## config.mk

```make
export PLATFORM = sky130hd
export DESIGN_NAME = serial_adder_ctrl
export DESIGN_NICKNAME = d
export VERILOG_FILES = /design/src/rtl/serial_adder_ctrl.sv
export SDC_FILE = /design/constraint.sdc
export NUM_CORES = 1
export LEC_CHECK = 0
export ABC_AREA = 0
export CAP_MARGIN = 20
export CORE_MARGIN = 2
export CORE_UTILIZATION = 45
export CTS_CLUSTER_SIZE = 10
export DETAILED_ROUTE_END_ITERATION = 10
export PLACE_DENSITY = 0.74
export SYNTH_ARGS = -nofsm -noshare
export SYNTH_HDL_FRONTEND = slang
export SYNTH_HIERARCHICAL = 1
export SYNTH_SLANG_ARGS = --single-unit
export TNS_END_PERCENT = 30
```

## constraint.sdc

```tcl
create_clock -name clk -period 1.2 [get_ports clk]
set_clock_uncertainty 0.05 [all_clocks]
set_input_delay 0.36 -clock clk [delete_from_list [all_inputs] [get_ports clk]]
set_output_delay 0.36 -clock clk [all_outputs]
set_load 0.03 [all_outputs]
```

## src/rtl/serial_adder_ctrl.sv

```systemverilog
//------------------------------------------------------------------------------
// serial_adder_ctrl : bit-serial adder controller time-sharing one full adder.
// Optional signed-overflow output enabled by macro SERIAL_ADDER_OVF_EN.
// Revision: 1.0
//------------------------------------------------------------------------------
`default_nettype none

module half_adder (
  input  logic a_i,
  input  logic b_i,
  output logic s_o,
  output logic c_o
);
  assign s_o = a_i ^ b_i;
  assign c_o = a_i & b_i;
endmodule

module full_adder (
  input  logic a_i,
  input  logic b_i,
  input  logic c_i,
  output logic s_o,
  output logic c_o
);
  logic w_s0, w_c0, w_c1;

  half_adder u_ha0 (.a_i(a_i),  .b_i(b_i), .s_o(w_s0), .c_o(w_c0));
  half_adder u_ha1 (.a_i(w_s0), .b_i(c_i), .s_o(s_o),  .c_o(w_c1));

  assign c_o = w_c0 | w_c1;
endmodule

module serial_adder_ctrl #(
  parameter int WIDTH = 8
) (
  input  logic             clk,
  input  logic             rst_n,
  input  logic             start_i,
  input  logic [WIDTH-1:0] a_i,
  input  logic [WIDTH-1:0] b_i,
  input  logic             cin_i,
  output logic             busy_o,
  output logic             done_o,
  output logic [WIDTH-1:0] sum_o,
  output logic             cout_o
`ifdef SERIAL_ADDER_OVF_EN
  , output logic           ovf_o
`endif
);

  localparam int CNT_W = $clog2(WIDTH) + 1;

  typedef enum logic [1:0] {
    S_IDLE = 2'd0,
    S_RUN  = 2'd1,
    S_DONE = 2'd2
  } state_t;

  state_t             state_q, state_d;
  logic [WIDTH-1:0]   a_sh_q, a_sh_d;
  logic [WIDTH-1:0]   b_sh_q, b_sh_d;
  logic [WIDTH-1:0]   acc_q, acc_d;
  logic [WIDTH-1:0]   sum_q, sum_d;
  logic [CNT_W-1:0]   cnt_q, cnt_d;
  logic               carry_q, carry_d;
  logic               cout_q, cout_d;
`ifdef SERIAL_ADDER_OVF_EN
  logic               ovf_q, ovf_d;
`endif

  logic               fa_s, fa_c;
  logic               last_bit;
  logic [WIDTH-1:0]   acc_shift;

  full_adder u_fa (
    .a_i (a_sh_q[0]),
    .b_i (b_sh_q[0]),
    .c_i (carry_q),
    .s_o (fa_s),
    .c_o (fa_c)
  );

  assign last_bit  = (cnt_q == CNT_W'(WIDTH - 1));
  // LSB-first sums enter at the top, so after WIDTH shifts acc[i] holds bit i.
  assign acc_shift = {fa_s, acc_q[WIDTH-1:1]};

  always_comb begin
    state_d = state_q;
    a_sh_d  = a_sh_q;
    b_sh_d  = b_sh_q;
    acc_d   = acc_q;
    sum_d   = sum_q;
    cnt_d   = cnt_q;
    carry_d = carry_q;
    cout_d  = cout_q;
`ifdef SERIAL_ADDER_OVF_EN
    ovf_d   = ovf_q;
`endif

    case (state_q)
      S_RUN: begin
        a_sh_d  = a_sh_q >> 1;
        b_sh_d  = b_sh_q >> 1;
        acc_d   = acc_shift;
        carry_d = fa_c;
        cnt_d   = cnt_q + CNT_W'(1);
        if (last_bit) begin
          state_d = S_DONE;
          sum_d   = acc_shift;
          cout_d  = fa_c;
`ifdef SERIAL_ADDER_OVF_EN
          ovf_d   = carry_q ^ fa_c;
`endif
        end
      end
      S_DONE:  state_d = S_IDLE;
      default: state_d = S_IDLE;
    endcase

    if ((state_q != S_RUN) && start_i) begin
      state_d = S_RUN;
      a_sh_d  = a_i;
      b_sh_d  = b_i;
      carry_d = cin_i;
      cnt_d   = '0;
      acc_d   = '0;
    end
  end

  always_ff @(posedge clk) begin
    if (!rst_n) begin
      state_q <= S_IDLE;
      a_sh_q  <= '0;
      b_sh_q  <= '0;
      acc_q   <= '0;
      sum_q   <= '0;
      cnt_q   <= '0;
      carry_q <= 1'b0;
      cout_q  <= 1'b0;
`ifdef SERIAL_ADDER_OVF_EN
      ovf_q   <= 1'b0;
`endif
    end else begin
      state_q <= state_d;
      a_sh_q  <= a_sh_d;
      b_sh_q  <= b_sh_d;
      acc_q   <= acc_d;
      sum_q   <= sum_d;
      cnt_q   <= cnt_d;
      carry_q <= carry_d;
      cout_q  <= cout_d;
`ifdef SERIAL_ADDER_OVF_EN
      ovf_q   <= ovf_d;
`endif
    end
  end

  assign busy_o = (state_q == S_RUN);
  assign done_o = (state_q == S_DONE);
  assign sum_o  = sum_q;
  assign cout_o = cout_q;
`ifdef SERIAL_ADDER_OVF_EN
  assign ovf_o  = ovf_q;
`endif

endmodule

`default_nettype wire

```

### Yosys cells after proc, flatten, opt, wreduce, memory -nomap -nowiden

Index checks and enable logic that the tools add are counted.

* register bits: 40
* input port bits: 20
* word-level logic and storage cells: 36

* add/subtract/negate cells: 1
* equality and inequality tests: 5
* mux-type cells: 9
* bitwise gates (word level): 7
* reduce and logical (&&, ||, !) cells: 5

Operator list (count)
* two-way mux 8 bit: 4
* two-way mux 1 bit: 5
* adder 4 x 1 -> 4 bit (second input constant): 1
* equality test 4 x 3 -> 1 bit (second input constant): 1
* inequality test 3 x 1 -> 1 bit (second input constant): 1
* OR reduction 3 bit: 1
* bitwise AND 1 bit: 2
* equality test 2 x 1 -> 1 bit (second input constant): 1
* equality test 2 bit (second input constant): 1
* inequality test 2 x 1 -> 1 bit (second input constant): 1
* NOT 1 bit: 2
* AND reduction 2 bit: 1
* nonzero test 2 bit: 1
* OR reduction 2 bit: 1
* XOR 1 bit: 2
* logical AND 1 bit: 1
* bitwise OR 1 bit: 1

### Logic depth before layout (Yosys ltp)

Gate-level depths: netlist of run 1.

* depth in word-level cells: 5
* gate-level depth with buffers: 6
* gate-level depth less buffers: 5

### Hierarchy

The synthesis of run 1 kept the hierarchy.

Modules (own cells, without submodules)
* serial_adder_ctrl: times used 1, cells each 153, area each 1505.2 µm²
* half_adder: times used 2, cells each 1, area each 12.5 µm²
* full_adder: times used 1, cells each 1, area each 6.3 µm²

### Worst setup path after synthesis of run 1

No wires, ideal clock.

* kind: register to register
* start point: register a_sh_q[0]
* end point: register cout_q (netlist: cout_o)
* setup time: 117 ps
* data arrival time: 1173 ps
* setup slack: -140 ps
* stages on the path, launching flop included: 5
* path buffers: 0
* period minus slack after synthesis: 1340 ps
* path through: dfxtp_1 -> ha_1 -> ha_1 -> or2_1 -> a22o_1

* longest elaborated chain between the ends: 3
* elaborated cells on any way between the ends: 4

RTL lines
* from (decl): RTL line 60 `logic [WIDTH-1:0] a_sh_q, a_sh_d;`
* from (signal assigned): RTL line 145 `a_sh_q <= a_sh_d;`
* XOR 1 bit: RTL line 14 `assign s_o = a_i ^ b_i;`
* via u_fa.w_s0: RTL line 25 `logic w_s0, w_c0, w_c1;`
* bitwise AND 1 bit: RTL line 15 `assign c_o = a_i & b_i;`
* via u_fa.w_c1: RTL line 25
* bitwise OR 1 bit: RTL line 30 `assign c_o = w_c0 | w_c1;`
* via fa_c: RTL line 71 `logic fa_s, fa_c;`
* to (signal assigned): RTL line 151 `cout_q <= cout_d;`
* to (decl): RTL line 66 `logic cout_q, cout_d;`

The timed path passes the listed nets, and every way through them passes these cells.
A chain may end at the register's enable or synchronous reset.

### Worst setup path in the final report of run 1

* start point: register state_q[0]
* end point: output port done_o

* longest elaborated chain between the ends: 1

RTL lines
* from (decl): RTL line 59 `state_t state_q, state_d;`
* from (signal assigned): RTL line 144 `state_q <= state_d;`
* equality test 2 bit: RTL line 159 `assign done_o = (state_q == S_DONE);`
* to (decl): RTL line 43 `output logic done_o,`

Every way passes these cells.

==> flow_summary.toml, run 1 <==
[clock_network]
clk_path_buf_depth = 2
h-tree-depth = 2
cts_tree = "done"
clock-sinks = 39
hold_buffers = 0
insertion_delay_ps = 360
path_clk_slew_ps = 120
cts_made_buffers = 5
root_buffer = "clkbuf_4"

[placed_design]
dp_cells = 246
dp_hpwl_um = 2325
gp_congestion = 0.8207
port_buffers = 30

[sta]
max_freq_ghz = 0.6611
rsz0062_at_grt = "yes"
maxSlewHeadroom_pct = 85.50
fin_crit_sh_pct = 126.1
setup_viol = 26
worst_slack_ps = -312.7
period_minus_slack_ps = 1513
final_max_slew_viol_count = 0
hold_viol_final = 0
tightest_slew_ps = 215.2

[routing]
finalWirelength_um = 3744
vias = 1360
dr.first_iter.drc_count = 29
viasPerCell = 5.211
drc = 0
post_drt_wl_per_cell_um = 14.34
drtPass1Iterations = 4
antenna_left = 0

[setup_path]
cp_cell_sequence = "buf_6 > nor2b_4 > buf_6"
slowest_delay_ps = 370
critPathArrivalTime_ps = 1100
r2r_cells = 5
worst_path_most_repeated_cell = "buf_6"
critPathRequiredTime_ps = 790
reg2reg_slack_ps = -190
criticalPathCategory = "flip-flop to output pin"
cp_slowest_cell = "dfxtp_2"
regToRegEndpoint = "sum_o[6]$_SDFFE_PN0P_"
r2r-start = "state_q[1]$_SDFFE_PP0N_"
crit_path_max_fanout = 2
cp-start-kind = "flip-flop"
cp_num_buf_inv = 2
setup.worst_path.end_class = "output pin"
critPathTopFamily = "flip-flops"

[synthesis]
yosys.cell_types.count = 26
netlist_instances = 156
syn_nets = 179
synth_edf_count = 0
ys_seq_area_share_pct = 50.81
ys_async_sr_fraction_pct = 0
avgSynthCellArea_sq_um = 9.849
ys_warn_count = 6
synth_ff_type = "dfxtp_1"
syn_area_sq_um = 1536
ys_ff_latch = 39

[global_routing]
grt_max_degree = 21
grt_pass1_vias = 1319
grt_use_total_pct = 19.63
overflow = 0
grt_pass1_wl_um = 5968
antenna_found_initial = 0

[cells_and_area]
n_antenna_cell = 0
fin_cells = 261
fin_util_pct = 73.85
layout.nets = 237
fill_cells = 250
drive_gt1_share_pct = 44.65
area_growth_pct = 59.12

[floorplanning]
fp.dieArea_sq_um = 3898
dieHeight_um = 62.43
core-area_sq_um = 3311
io_pins = 31
row_count = 21
die_w_um = 62.43
start_util_pct = 46.41

[min_path]
whs_path_depth = 2
worstHoldStart = "acc_q[1]$_SDFFE_PP0N_"
hold_class = "flip-flop to flip-flop"
min_to = "acc_q[1]$_SDFFE_PP0N_"

[outcome]
status = "finished with violations"
violations = "setup timing"

[power]
p_leak_uw = 0.001005
p_total_uw = 2925
vdd_drop_max_mv = 0.6390
power_density_nw_per_um2 = 1196

[run]
cap_viol_max_count = 0
[metrics by stage]
step	setup TNS, ps	worst slack (ps)	area [sq um]	hold slack, ps
2_1_floorplan	-1480	-76.04	1582	386.6
3_3_place_gp	-14020	-394.1	2034	398.4
3_5_place_dp	-15720	-451.0	2034	410.3
4_1_cts	-3004	-307.9	2332	426.5
5_1_grt	-4035	-334.4	2445	436.1
6_report	-2881	-312.7	2445	420.5
[placed cells by master (no fill, tap or decap), types with 2 or more instances in the layout]
cell type,instances
bufinv_16,2
a211oi_2,9
a21oi_1,6
nor2_1,11
a21oi_2,3
clkbuf_4,5
nand2_1,17
mux2i_1,17
a211oi_1,6
buf_4,18
a22o_1,9
dfxtp_2,14
buf_6,22
nor2_2,8
clkdlybuf4s50_1,18
ha_4,3
dfxtp_1,24
[flip-flops by register name, summed over array words and instances (netlist names)]
name	count
cnt_q	4
carry_q	1
cout_o	1
state_q	2
a_sh_q	8
sum_o	8
acc_q	7
b_sh_q	8
[report_power, final]
part	internal [uW]	leakage (uW)	total, uW	switching (uW)
combinational	255	0.000626	458	203
clock	650	0.0000525	1080	427
sequential	1350	0.000326	1390	39.8
[synthesized netlist by cell type (2+ instances only)]
library cell   n  area (sq um)
a21oi_1        9         45.04
nor2_1        19         71.32
buf_2          5         25.02
clkbuf_1       4         15.01
mux2i_1       17         170.2
a22o_1         9         78.83
a211oi_1      15         112.6
inv_1          2         7.510
ha_1           3         37.54
nand2_1       18         67.56
o21ai_0        2         10.01
dfxtp_1       39         780.8
[layout make-up]
| type | instances | area [sq um] | share of cell area [%] |
|---|---|---|---|
| inverters | 3 | 13.76 | 0.5629 |
| repair buffers | 62 | 631.9 | 25.84 |
| well taps | 46 | 57.56 | 2.354 |
| clock inverters | 2 | 60.06 | 2.457 |
| multi-input cells | 103 | 838.3 | 34.29 |
| clock buffers | 6 | 41.29 | 1.689 |
| flip-flops and latches | 39 | 802.0 | 32.80 |
[kinds of logic (layout without fill, tap and decap cells)]
family                   after synthesis  after routing  share of synthesized area [%]
XOR/XNOR                               2              2                          1.140
multiplexers                          17             17                          11.07
adder cells (fa/ha/maj)                3              3                          2.443
AND/OR/NAND/NOR                       44             44                          12.87
buffers and inverters                 14             73                          4.560
flip-flops                            39             39                          50.81
AO/OA/AOI/OAI                         37             37                          17.10
[tightest hold or removal path: cells and delay by family (launching register included)]
family	cells	cell delay (ps)
compound gates	1	50
flops	1	330
simple gates	1	50
[worst max path at each step]
stage	start	endpoint	slack, ps	cells after the start
6_report	state_q[0]$_SDFFE_PN0P_	done_o	-310	3
5_1_grt	state_q[0]$_SDFFE_PN0P_	done_o	-330	3
4_1_cts	state_q[0]$_SDFFE_PN0P_	done_o	-310	3
3_5_place_dp	start_i	a_sh_q[3]$_SDFFE_PN0P_	-450	4
3_3_place_gp	rst_n	sum_o[2]$_SDFFE_PN0P_	-390	5
2_1_floorplan	cnt_q[1]$_SDFFE_PP0N_	cout_o$_SDFFE_PN0P_	-80	5
[per-layer routing]
layer  part of all wire [%]  vias to the layer above  GRT usage, %
li1                       -                      665             -
met1                     43                      639         24.34
met2                     49                       44         31.99
met3                    5.4                       12         4.144
met4                    2.9                        0         10.56
met5                      0                        -             0
[what timing repair did]
item	4_1_cts	5_1_grt
setup endpoints to repair	50	49
gates cloned	1	1
pin swaps	15	11
resized for setup	51	24
buffers inserted	5	0
(Power assumes the default switching activity.)
==> run 2: changes to the inputs <==
--- a/config.mk
+++ b/config.mk
@@ -12,6 +12,7 @@
 export CTS_CLUSTER_SIZE = 10
 export DETAILED_ROUTE_END_ITERATION = 10
 export PLACE_DENSITY = 0.74
+export REMOVE_ABC_BUFFERS = 1
 export SYNTH_ARGS = -nofsm -noshare
 export SYNTH_HDL_FRONTEND = slang
 export SYNTH_HIERARCHICAL = 1
==> run 2 against run 1 <==
The run still ends with setup timing left. Global-route usage is 2.2 points higher. Worst hold slack worse by 25 ps. Worst setup slack worse by 7.8 ps. Clock power shrank 30%. Core utilization is 0.26 points higher. Sequential power barely moved. First-iteration DRC count grew 110%. Critical endpoint is now busy_o.
==> flow_summary.toml, run 2 (same netlist as run 1, synthesis figures left out) <==
[clock_network]
cts_tree = "done"
cts_made_buffers = 5
path_clk_slew_ps = 100
insertion_delay_ps = 350
h-tree-depth = 2
root_buffer = "clkbuf_4"
clk_path_buf_depth = 2
clock-sinks = 39

[floorplanning]
row_count = 21
io_pins = 31
start_util_pct = 46.41
fp.dieArea_sq_um = 3898
die_w_um = 62.43
dieHeight_um = 62.43
core-area_sq_um = 3311

[power]
p_sw_uw = 687.9
switching_share_pct = 25.92
pwr-share-seq_pct = 52.6
internal_power_uw = 1966
comb_power_share_pct = 18.8
vdd_drop_max_mv = 0.6745
p_leak_uw = 0.001010
clkPwrFrac_pct = 28.6
power_density_nw_per_um2 = 1082

[cells_and_area]
n_antenna_cell = 0
fin_cells = 261
final_cell_mix = "dfxtp_1, buf_6, buf_4, clkdlybuf4s50_1, mux2i_1"
fin_util_pct = 74.11
final_common_cell = "dfxtp_1"
area_growth_pct = 59.69
drive_gt1_share_pct = 45.58
fill_cells = 237
multi_input_area_sq_um = 860.8
layout.nets = 237
regArea_sq_um = 804.5
finalInstanceArea_sq_um = 2454

[global_routing]
grt_max_degree = 17
antenna_found_initial = 0
grt_use_total_pct = 21.79
grt_pass1_vias = 1442
overflow = 0
grt_pass1_wl_um = 6617

[placed_design]
dp_cells = 243
placed_cell_area_sq_um = 1973
gp_congestion = 0.7993
port_buffers = 30
dp_hpwl_um = 2261

[sta]
rsz0062_at_grt = "yes"
worst_slack_ps = -320.4
final_max_slew_viol_count = 0
tightest_slew_ps = 279.3
max_freq_ghz = 0.6577
hold_viol_final = 0
setup_viol = 49
maxSlewHeadroom_pct = 80.84
fin_crit_sh_pct = 126.7
period_minus_slack_ps = 1520

[setup_path]
critPathRequiredTime_ps = 790
worst_path_most_repeated_cell = "buf_6"
cp_cell_sequence = "nand2b_4 > buf_6 > inv_4 > buf_6"
slowest_delay_ps = 340
regToRegEndpoint = "a_sh_q[3]$_SDFFE_PN0P_"
critPathArrivalTime_ps = 1110
crit_path_max_fanout = 2
setup.worst_path.end_class = "output pin"
r2r-start = "state_q[1]$_SDFFE_PP0N_"
r2r_cells = 7
cp-start-kind = "flip-flop"
criticalPathCategory = "flip-flop to output pin"
reg2reg_slack_ps = -220
cp_slowest_cell = "dfxtp_2"

[routing]
drc = 0
vias = 1369
finalWirelength_um = 4260
antenna_left = 0
drtPass1Iterations = 4
post_drt_wl_per_cell_um = 16.32
viasPerCell = 5.245
dr.first_iter.drc_count = 61

[outcome]
status = "finished with violations"
violations = "setup timing"

[min_path]
worstHoldStart = "start_i"
whs_path_depth = 3
hold_class = "primary input to flip-flop"
min_to = "state_q[0]$_SDFFE_PN0P_"

[run]
cap_viol_max_count = 0
==> run 2: changes by cell type in the layout (fill, tap and decap cells not counted), moves of 2 or more <==
cell,delta
nor2_4,+4
nor2_1,-3
a21oi_1,+2
a21oi_2,-2
buf_6,-2
bufinv_16,-2
clkbuf_8,+2
==> run 2: timing repair <==
action / CTS / global route
cloned: 4 / 1
gates resized for setup: 61 / 28
endpoints found under the hold margin: 0 / 0
setup endpoints to repair: 49 / 50
pin swaps: 21 / 12
buffers inserted: 6 / 1
hold buffers: 0 / 0
==> run 2: area by class of cell <==
class                      count  area share [%]
inverter                       3          0.5609
clock buffer                   8           2.805
timing repair buffer          62           26.42
sequential                    39           32.79
multi-input combinational    103           35.08
tap                           46           2.346
==> run 2: worst max path at each step <==
stage | start | end
after floorplan | state_q[1]$_SDFFE_PP0N_ | cnt_q[0]$_SDFFE_PP0N_
after global placement | start_i | b_sh_q[6]$_SDFFE_PN0P_
after detailed placement | rst_n | sum_o[4]$_SDFFE_PN0P_
after CTS | state_q[1]$_SDFFE_PP0N_ | busy_o
after global routing | state_q[1]$_SDFFE_PP0N_ | busy_o
final | state_q[1]$_SDFFE_PP0N_ | busy_o
==> run 2: worst max-delay path, delay by kind of cell (launching register included) <==
family / cells / cell delay [ps]
flops: 1 / 340
buf+inv: 3 / 290
simple gates: 1 / 140
==> run 2: through the flow <==
step | total power [uW] | setup slack [ps] | setup TNS (ps) | hold WS [ps]
6_report | 2654 | -320.4 | -5275 | 395.6
5_1_grt | 2763 | -372.7 | -7348 | 406.3
4_1_cts | 2600 | -317.9 | -4827 | 428.0
3_5_place_dp | 1731 | -425.3 | -14380 | 412.4
3_3_place_gp | 1720 | -420.4 | -14200 | 393.8
2_1_floorplan | 1559 | -1611 | -32900 | 386.6
==> run 2: power by group through the flow <==
stage | logic, uW | registers (uW) | clock network (uW)
final | 498 | 1400 | 760
after global routing | 531 | 1400 | 830
after CTS | 444 | 1390 | 765
after detailed placement | 324 | 1410 | 0
after global placement | 316 | 1400 | 0
after floorplan | 158 | 1400 | 0
==> run 2: routing by layer <==
metal  wire length [um]  part of all wire (%)  vias up  track usage [%]
met5                  0                     0        -                0
met2               2210                    52       35            37.77
met1               1802                    42      661            24.94
met4                 60                   1.4        0            7.500
met3                187                   4.4        7            7.568
li1                   -                     -      666                -
==> run 3: changes to the inputs <==
--- a/config.mk
+++ b/config.mk
@@ -5,7 +5,6 @@
 export SDC_FILE = /design/constraint.sdc
 export NUM_CORES = 1
 export LEC_CHECK = 0
-export ABC_AREA = 0
 export CAP_MARGIN = 20
 export CORE_MARGIN = 2
 export CORE_UTILIZATION = 45
==> results of run 3 <==
The final DEF is identical to that of run 2; final timing and power are the same.
